<file path="config.mk">
export PLATFORM = sky130hd
export DESIGN_NAME = log_mult_pipe
export DESIGN_NICKNAME = d
export VERILOG_FILES = /design/src/rtl/log_mult_pkg.sv /design/src/rtl/log_mult_pipe_lod_enc.sv /design/src/rtl/log_mult_pipe.sv
export SDC_FILE = /design/constraint.sdc
export NUM_CORES = 1
export LEC_CHECK = 0
export ABC_AREA = 1
export CORE_MARGIN = 2
export CORE_UTILIZATION = 35
export CTS_CLUSTER_DIAMETER = 50
export DETAILED_ROUTE_END_ITERATION = 10
export GPL_TIMING_DRIVEN = 0
export HOLD_SLACK_MARGIN = 0.12
export PLACE_DENSITY = 0.58
export SLEW_MARGIN = 40
export SYNTH_ARGS = -nofsm -noshare
export SYNTH_HDL_FRONTEND = slang
export SYNTH_SLANG_ARGS = --single-unit
</file>
<file path="constraint.sdc">
create_clock -name clk -period 9.8 [get_ports clk]
set_input_delay 1.96 -clock clk [delete_from_list [all_inputs] [get_ports clk]]
set_output_delay 1.96 -clock clk [all_outputs]
set_load 0.01 [all_outputs]
</file>
<file path="src/rtl/log_mult_pkg.sv">
// rtl/log_mult_pkg.sv - shared constants, helpers and stage payload for log_mult_pipe
package log_mult_pkg;

  localparam logic MODE_APPROX = 1'b0;
  localparam logic MODE_EXACT  = 1'b1;

  // Payload fields are sized for the largest supported configuration (N=32, TAG_W<=16)
  localparam int K_MAX_W   = 6;
  localparam int F_MAX_W   = 32;
  localparam int TAG_MAX_W = 16;

  function automatic int clog2(input int value);
    int r;
    r = 0;
    for (int i = 0; i < 31; i++)
      if ((1 << i) < value) r = i + 1;
    return r;
  endfunction

  typedef struct packed {
    logic [K_MAX_W-1:0]   k;
    logic [F_MAX_W-1:0]   f;
    logic                 c;
    logic                 z;
    logic                 mode;
    logic [TAG_MAX_W-1:0] tag;
  } stage_t;

endpackage

</file>
<file path="src/rtl/log_mult_pipe_lod_enc.sv">
// rtl/log_mult_pipe_lod_enc.sv - leading-one detector and W-bit fraction truncator
module lod_enc
  import log_mult_pkg::*;
#(
  parameter int N  = 16,
  parameter int W  = 6,
  parameter int KW = clog2(N)
) (
  input  logic [N-1:0]  x,
  output logic [KW-1:0] k,
  output logic [W-1:0]  f
);

  logic [N-1:0]  rem;
  logic [N-1:0]  aligned;
  logic [KW-1:0] sh;

  always_comb begin
    k = '0;
    for (int i = 0; i < N; i++)
      if (x[i]) k = KW'(i);
  end

  // Drop the leading one, then left-align the remainder into N-1 bits and keep the top W
  assign rem     = x & ~(N'(1) << k);
  assign sh      = KW'(N - 1) - k;
  assign aligned = rem << sh;
  assign f       = W'(aligned >> (N - 1 - W));

endmodule

</file>
<file path="src/rtl/log_mult_pipe.sv">
// rtl/log_mult_pipe.sv - four-stage pipelined Mitchell/exact unsigned multiplier
module log_mult_pipe
  import log_mult_pkg::*;
#(
  parameter int N     = 16,
  parameter int W     = 6,
  parameter int TAG_W = 4
) (
  input  logic             clk,
  input  logic             rst,
  input  logic             in_valid,
  output logic             in_ready,
  input  logic [N-1:0]     in_x,
  input  logic [N-1:0]     in_y,
  input  logic             in_mode,
  input  logic [TAG_W-1:0] in_tag,
  output logic             out_valid,
  input  logic             out_ready,
  output logic [2*N-1:0]   out_p,
  output logic [TAG_W-1:0] out_tag,
  output logic             out_mode
);

  localparam int KW   = clog2(N);
  localparam int H    = N / 2;
  localparam int PL_W = N + H;
  localparam int PH_W = 2 * N - H;
  localparam int P_W  = 2 * N;
  localparam int SC_W = 2 * N + W;

  logic v1, v2, v3, v4;
  logic ld1, ld2, ld3, ld4;

  // A stage loads whenever it is empty or its contents move on, so bubbles collapse
  assign ld4       = !v4 || out_ready;
  assign ld3       = !v3 || ld4;
  assign ld2       = !v2 || ld3;
  assign ld1       = !v1 || ld2;
  assign in_ready  = ld1;
  assign out_valid = v4;

  logic [N-1:0]     x1, y1;
  logic             z1, m1;
  logic [TAG_W-1:0] t1;

  always_ff @(posedge clk or posedge rst) begin
    if (rst) begin
      v1 <= 1'b0;
      x1 <= '0;
      y1 <= '0;
      z1 <= 1'b0;
      m1 <= 1'b0;
      t1 <= '0;
    end else if (ld1) begin
      v1 <= in_valid;
      if (in_valid) begin
        x1 <= in_x;
        y1 <= in_y;
        z1 <= (in_x == '0) || (in_y == '0);
        m1 <= in_mode;
        t1 <= in_tag;
      end
    end
  end

  logic [KW-1:0] ka, kb;
  logic [W-1:0]  fa, fb;

  lod_enc #(.N(N), .W(W)) u_lod_x (.x(x1), .k(ka), .f(fa));
  lod_enc #(.N(N), .W(W)) u_lod_y (.x(y1), .k(kb), .f(fb));

  logic [KW-1:0]    k2a, k2b;
  logic [W-1:0]     f2a, f2b;
  logic [PL_W-1:0]  pl2;
  logic [PH_W-1:0]  ph2;
  logic             z2, m2;
  logic [TAG_W-1:0] t2;

  // Exact product is split into low/high half partial products here, combined in S3
  always_ff @(posedge clk or posedge rst) begin
    if (rst) begin
      v2  <= 1'b0;
      k2a <= '0;
      k2b <= '0;
      f2a <= '0;
      f2b <= '0;
      pl2 <= '0;
      ph2 <= '0;
      z2  <= 1'b0;
      m2  <= 1'b0;
      t2  <= '0;
    end else if (ld2) begin
      v2 <= v1;
      if (v1) begin
        k2a <= ka;
        k2b <= kb;
        f2a <= fa;
        f2b <= fb;
        pl2 <= PL_W'(x1) * PL_W'(y1[H-1:0]);
        ph2 <= PH_W'(x1) * PH_W'(y1[N-1:H]);
        z2  <= z1;
        m2  <= m1;
        t2  <= t1;
      end
    end
  end

  logic [W:0]     sum;
  stage_t         s3_d, s3_q;
  logic [P_W-1:0] prod3;

  assign sum = {1'b0, f2a} + {1'b0, f2b};

  always_comb begin
    s3_d      = '0;
    s3_d.k    = K_MAX_W'(k2a) + K_MAX_W'(k2b);
    s3_d.f    = F_MAX_W'(sum[W-1:0]);
    s3_d.c    = sum[W];
    s3_d.z    = z2;
    s3_d.mode = m2;
    s3_d.tag  = TAG_MAX_W'(t2);
  end

  always_ff @(posedge clk or posedge rst) begin
    if (rst) begin
      v3    <= 1'b0;
      s3_q  <= '0;
      prod3 <= '0;
    end else if (ld3) begin
      v3 <= v2;
      if (v2) begin
        s3_q  <= s3_d;
        prod3 <= P_W'(pl2) + (P_W'(ph2) << H);
      end
    end
  end

  logic [K_MAX_W-1:0] sh;
  logic [SC_W-1:0]    scaled;
  logic [P_W-1:0]     p_d;
  logic               unused_bits;

  // Mitchell antilog: (1.fr) * 2^(k+c), computed with W extra low bits then floored
  assign sh          = s3_q.k + K_MAX_W'(s3_q.c);
  assign scaled      = SC_W'({1'b1, s3_q.f[W-1:0]}) << sh;
  assign unused_bits = ^{s3_q, scaled};

  always_comb begin
    p_d = '0;
    if (!s3_q.z) begin
      case (s3_q.mode)
        MODE_APPROX: p_d = scaled[SC_W-1:W];
        MODE_EXACT:  p_d = prod3;
      endcase
    end
  end

  always_ff @(posedge clk or posedge rst) begin
    if (rst) begin
      v4       <= 1'b0;
      out_p    <= '0;
      out_tag  <= '0;
      out_mode <= 1'b0;
    end else if (ld4) begin
      v4 <= v3;
      if (v3) begin
        out_p    <= p_d;
        out_tag  <= s3_q.tag[TAG_W-1:0];
        out_mode <= s3_q.mode;
      end
    end
  end

endmodule

</file>
# Word-level counts from Yosys, hierarchy flattened
# Index checks and enable logic that the tools add are counted.
# totals
regBits,204
latchBits,0
ram_bits,0
rom_bits,0
input_bits,41
wordCells,93
mem_count,0
# op_classes
add_sub_neg,6
mul,2
div_mod_pow,0
magnitude_cmp,0
n_eq_ne,0
shifts,5
muxes,32
bitwise,5
reduce_logical,15
# ops
op,count
two-way mux 4 bit,28
one-hot mux 32 bit (2 select lines),1
multiplier 16 x 8 -> 24 bit,2
left shift 7 x 6 -> 38 bit,1
adder 24 x 32 -> 32 bit,1
AND 16 bit,2
logical NOT 16 bit,2
two-way mux 32 bit,1
NOT 16 bit,2
"left shift 1 x 4 -> 16 bit, first input constant",2
left shift 16 x 4 -> 15 bit,2
AND reduction 2 bit,4
"subtractor 4 bit, first input constant",2
adder 6 x 6 -> 7 bit,1
adder 6 x 1 -> 6 bit,1
adder 4 x 4 -> 5 bit,1
logical OR 1 bit,5
logical NOT 1 bit,4
two-way mux 1 bit,2
NOT 1 bit,1

# Logic depth before layout (Yosys ltp)
# logic_depth
depth_word,19
depth_mapped,29
ltp_nobuf,27

# Modules after synthesis
# A second synthesis with hierarchy kept.
# unflattened
cells_unflattened,3126
hier_area_um2,21240.4
# modules_own_cells
module,instances,cells_per_inst,area_each_um2,seq_area_each_um2
log_mult_pipe,1,2800,19633.8,5079.9
lod_enc,2,163,803.3,0.0

# Least setup slack after synthesis
# No wires, ideal clock.
# synth_timing
path_kind,register to register
start,register x1[4]
end,register pl2[20]
arrival_time_ns,4.747
required_ns,9.682
setup_slack_ns,4.935
path_stages_with_launch,24
n_path_buf,2
synth_period_minus_slack_ns,4.865
path_cell_list,dfrtp_1 clkbuf_1 buf_1 nand2_1 fa_1 fa_1 inv_1 fa_1 inv_1 fa_1 inv_1 ha_1 nand2_1 nand2_1 nor2_1 o31ai_1 a21o_1 a21oi_1 o21ai_1 a21oi_1 o21ai_0 or2_1 nand3_1 nand2_1
# synth_via
elab_chain_cells,1
# synth_lines
element,line,text
from (decl),log_mult_pipe.sv:42,"logic [N-1:0] x1, y1;"
from (signal assigned),log_mult_pipe.sv:57,x1 <= in_x;
multiplier 16 x 8 -> 24 bit,log_mult_pipe.sv:99,pl2 <= PL_W'(x1) * PL_W'(y1[H-1:0]);
to (signal assigned),log_mult_pipe.sv:99,
to (decl),log_mult_pipe.sv:74,logic [PL_W-1:0] pl2;
# Every way passes these cells.
# A chain may end at the register's enable or synchronous reset.

# Worst setup path in the final report
# layout_timing
start,register x1[1]
end,register pl2[20]
# The elaborated chain is that of the path after synthesis.

==> flow_summary.yaml <==
floorplanning:
  num_io_pins: 80
  core_mm2: 0.0553
  dieArea_mm2: 0.0581
  start_util_pct: 35.5
  die_w_um: 241
  rows: 86
  die_y_um: 241
cts:
  cts_sinks: 203
  cts_resized: 0
  htreeDepth: 1
  cts_setup_buffers: 0
  cts_tree: "done"
  numCtsBuffers: 27
  ctsHoldBuffers: 0
  cts_root_buf: "clkbuf_16"
  path_clk_slew_ns: 0.06
  cts.path.max_buffers: 3
  worstSkewPairLatency_ns: 0.58
global_routing:
  grt_pass1_vias: 17500
  grt.overflow.total: 0
  antenna_found_initial: 1
  grt_pass1_wl_um: 98100
  grtUsageTotal_pct: 21.8
  grt_max_degree: 75
sta:
  tightest_slew_ns: 0.814
  hold_viol_final: 0
  post-route-period-util_pct: 62.9
  timing.final.ws_setup_ns: 3.63
  hold_ws_ns: 0.462
  max_freq_mhz: 162
  fin_skew_ns: 0.0155
  rsz0062_at_grt: "false"
  setup_viol: 0
  final.min_clock_period_ns: 6.17
  relSlewSlack_pct: 45.7
  finalMaxSlewViolations: 0
cells_and_area:
  area_growth_pct: 14.3
  diodes: 0
  nNetsFinal: 3107
  drive_above_1_share_pct: 5.00
  fin_util_pct: 40.6
  final_cell_mix: "nand2_1, inv_1, dfrtp_1"
  fin_area_mm2: 0.0225
  final_common_cell: "nand2_1"
  fillCellCount: 5747
route:
  drt_wl_total_um: 61300
  remaining_drc_errors: 0
  drt_pass1_iterations: 5
  num_vias: 17300
  routedWlPerCell_um: 17.3
  drtIter0Drc: 1208
  viasPerCell: 4.88
  ant_nets: 0
synth:
  syn_area_mm2: 0.0197
  ys_seq_area_share_pct: 25.9
  synthFlopType: "dfrtp_1"
  synth.distinct_cells: 61
  avgSynthCellArea_um2: 7.36
  yosysWarnings: 0
  synth_edf_count: 0
  synth_cells: 2669
  synth_fp_nets: 2997
  ys_ff_latch: 203
  async_flop_share_pct: 100
setup_path:
  crit_path_start_kind: "flop"
  path_class: "reg -> reg"
  reg2reg_from: "x1[1]"
  worst-path-max-fanout: 10
  cp-startpoint: "x1[1]"
  reg2reg_to: "pl2[20]"
  crit_path_end_kind: "flop"
  worstPathRequired_ns: 10.25
  arrival_ns: 6.61
  ff2ff_setup_slack_ns: 3.63
  crit_end: "pl2[20]"
  rr_worst_depth: 23
worst_hold_path:
  hp-class: "reg -> reg"
  hold_path_startpoint: "v3"
placed_design:
  dp_slack_ns: 3.70
  gp_congestion: 0.919
  io_buffer_count: 79
  hpwlAfterDp_um: 49600
  place_area_mm2: 0.0214
run_status:
  outcome: "completed"
job:
  drv_cap: 0
[state kept, by name, summed over array words and instances (netlist names), 4 cells and up]
| register | cells |
|---|---|
| f2a | 6 |
| pl2 | 24 |
| out_tag | 4 |
| k2a | 4 |
| k2b | 4 |
| out_p | 32 |
| y1 | 16 |
| f2b | 6 |
| t1 | 4 |
| s3_q | 18 |
| prod3 | 32 |
| ph2 | 24 |
| x1 | 16 |
| t2 | 4 |
[stage by stage]
| step | instances | setup TNS (ns) |
|---|---|---|
| after floorplan | 2669 | 0 |
| after global placement | 3496 | -82.22 |
| after detailed placement | 3498 | 0 |
| after CTS | 3548 | 0 |
| after global routing | 3548 | 0 |
| final | 3548 | 0 |
[cell usage after synthesis (15+ instances only)]
library cell / instances / area (um2)
dfrtp_1: 203 / 5080
xor2_1: 20 / 175
inv_1: 576 / 2160
buf_2: 20 / 100
nor2_1: 120 / 450
or2_2: 16 / 100
clkbuf_1: 78 / 293
a22o_1: 20 / 175
ha_1: 116 / 1450
a21oi_1: 81 / 405
nand4_1: 17 / 106
fa_1: 171 / 3420
nand3_1: 108 / 541
o21ai_0: 174 / 871
a31oi_1: 22 / 138
nor3_1: 15 / 75.1
nand2_1: 730 / 2740
o21ai_1: 15 / 75.1
buf_1: 21 / 78.8
[worst max-delay path, stage by stage, from the launching register on]
cell      delay [ns]
dfrtp_1         0.34
clkbuf_1        0.58
buf_1           0.67
nand2_1         0.17
fa_1            0.52
fa_1            0.50
inv_1           0.05
fa_1            0.48
inv_1           0.05
fa_1            0.48
inv_1           0.04
ha_1            0.33
nand2_1         0.09
nand2_1         0.08
nor2_1          0.12
o31ai_1         0.07
a21o_1          0.18
a21oi_1         0.21
o21ai_1         0.13
a21oi_1         0.28
o21ai_0         0.17
or2_1           0.23
nand3_1         0.19
nand2_1         0.08
[how the worst min path moves through the flow]
stage	end	slack [ns]	cells past startpoint
final	out_valid	0.46	2
after detailed placement	out_valid	0.45	2
after global routing	prod3[2]	0.50	2
after floorplan	out_valid	0.43	2
after CTS	out_valid	0.46	2
after global placement	out_valid	0.45	2
[cells by family after synthesis]
logic type               Yosys count  synth area share [%]
adder cells (fa/ha/maj)          287                  24.8
buffers and inverters            715                  14.1
flip-flops                       203                  25.9
AO/OA/AOI/OAI                    388                  11.6
AND/OR/NAND/NOR                 1037                  21.8
XOR/XNOR                          32                  1.43
multiplexers                       7                 0.388
[area by class of cell]
cell class / instances / area, um2 / area share (%)
timing repair buffer: 81 / 846 / 3.77
buffer: 128 / 564 / 2.51
sequential: 203 / 5080 / 22.6
multi-input combinational: 1751 / 11800 / 52.6
tap: 748 / 936 / 4.17
clock inverter: 20 / 308 / 1.37
clock buffer: 30 / 707 / 3.15
inverter: 587 / 2210 / 9.86
[layer usage]
layer | routed length, um | track usage [%] | share of wire, % | up-vias
met3 | 3210 | 2.95 | 5.2 | 97
met2 | 28100 | 36.3 | 46 | 465
met1 | 28200 | 29.5 | 46 | 8301
met5 | 16 | 0 | 0.026 | -
li1 | - | - | - | 8439
met4 | 1840 | 6.38 | 3.0 | 2
Power is not shown: default switching activity piles up to over one toggle a cycle in this logic, so the estimate is an artifact.
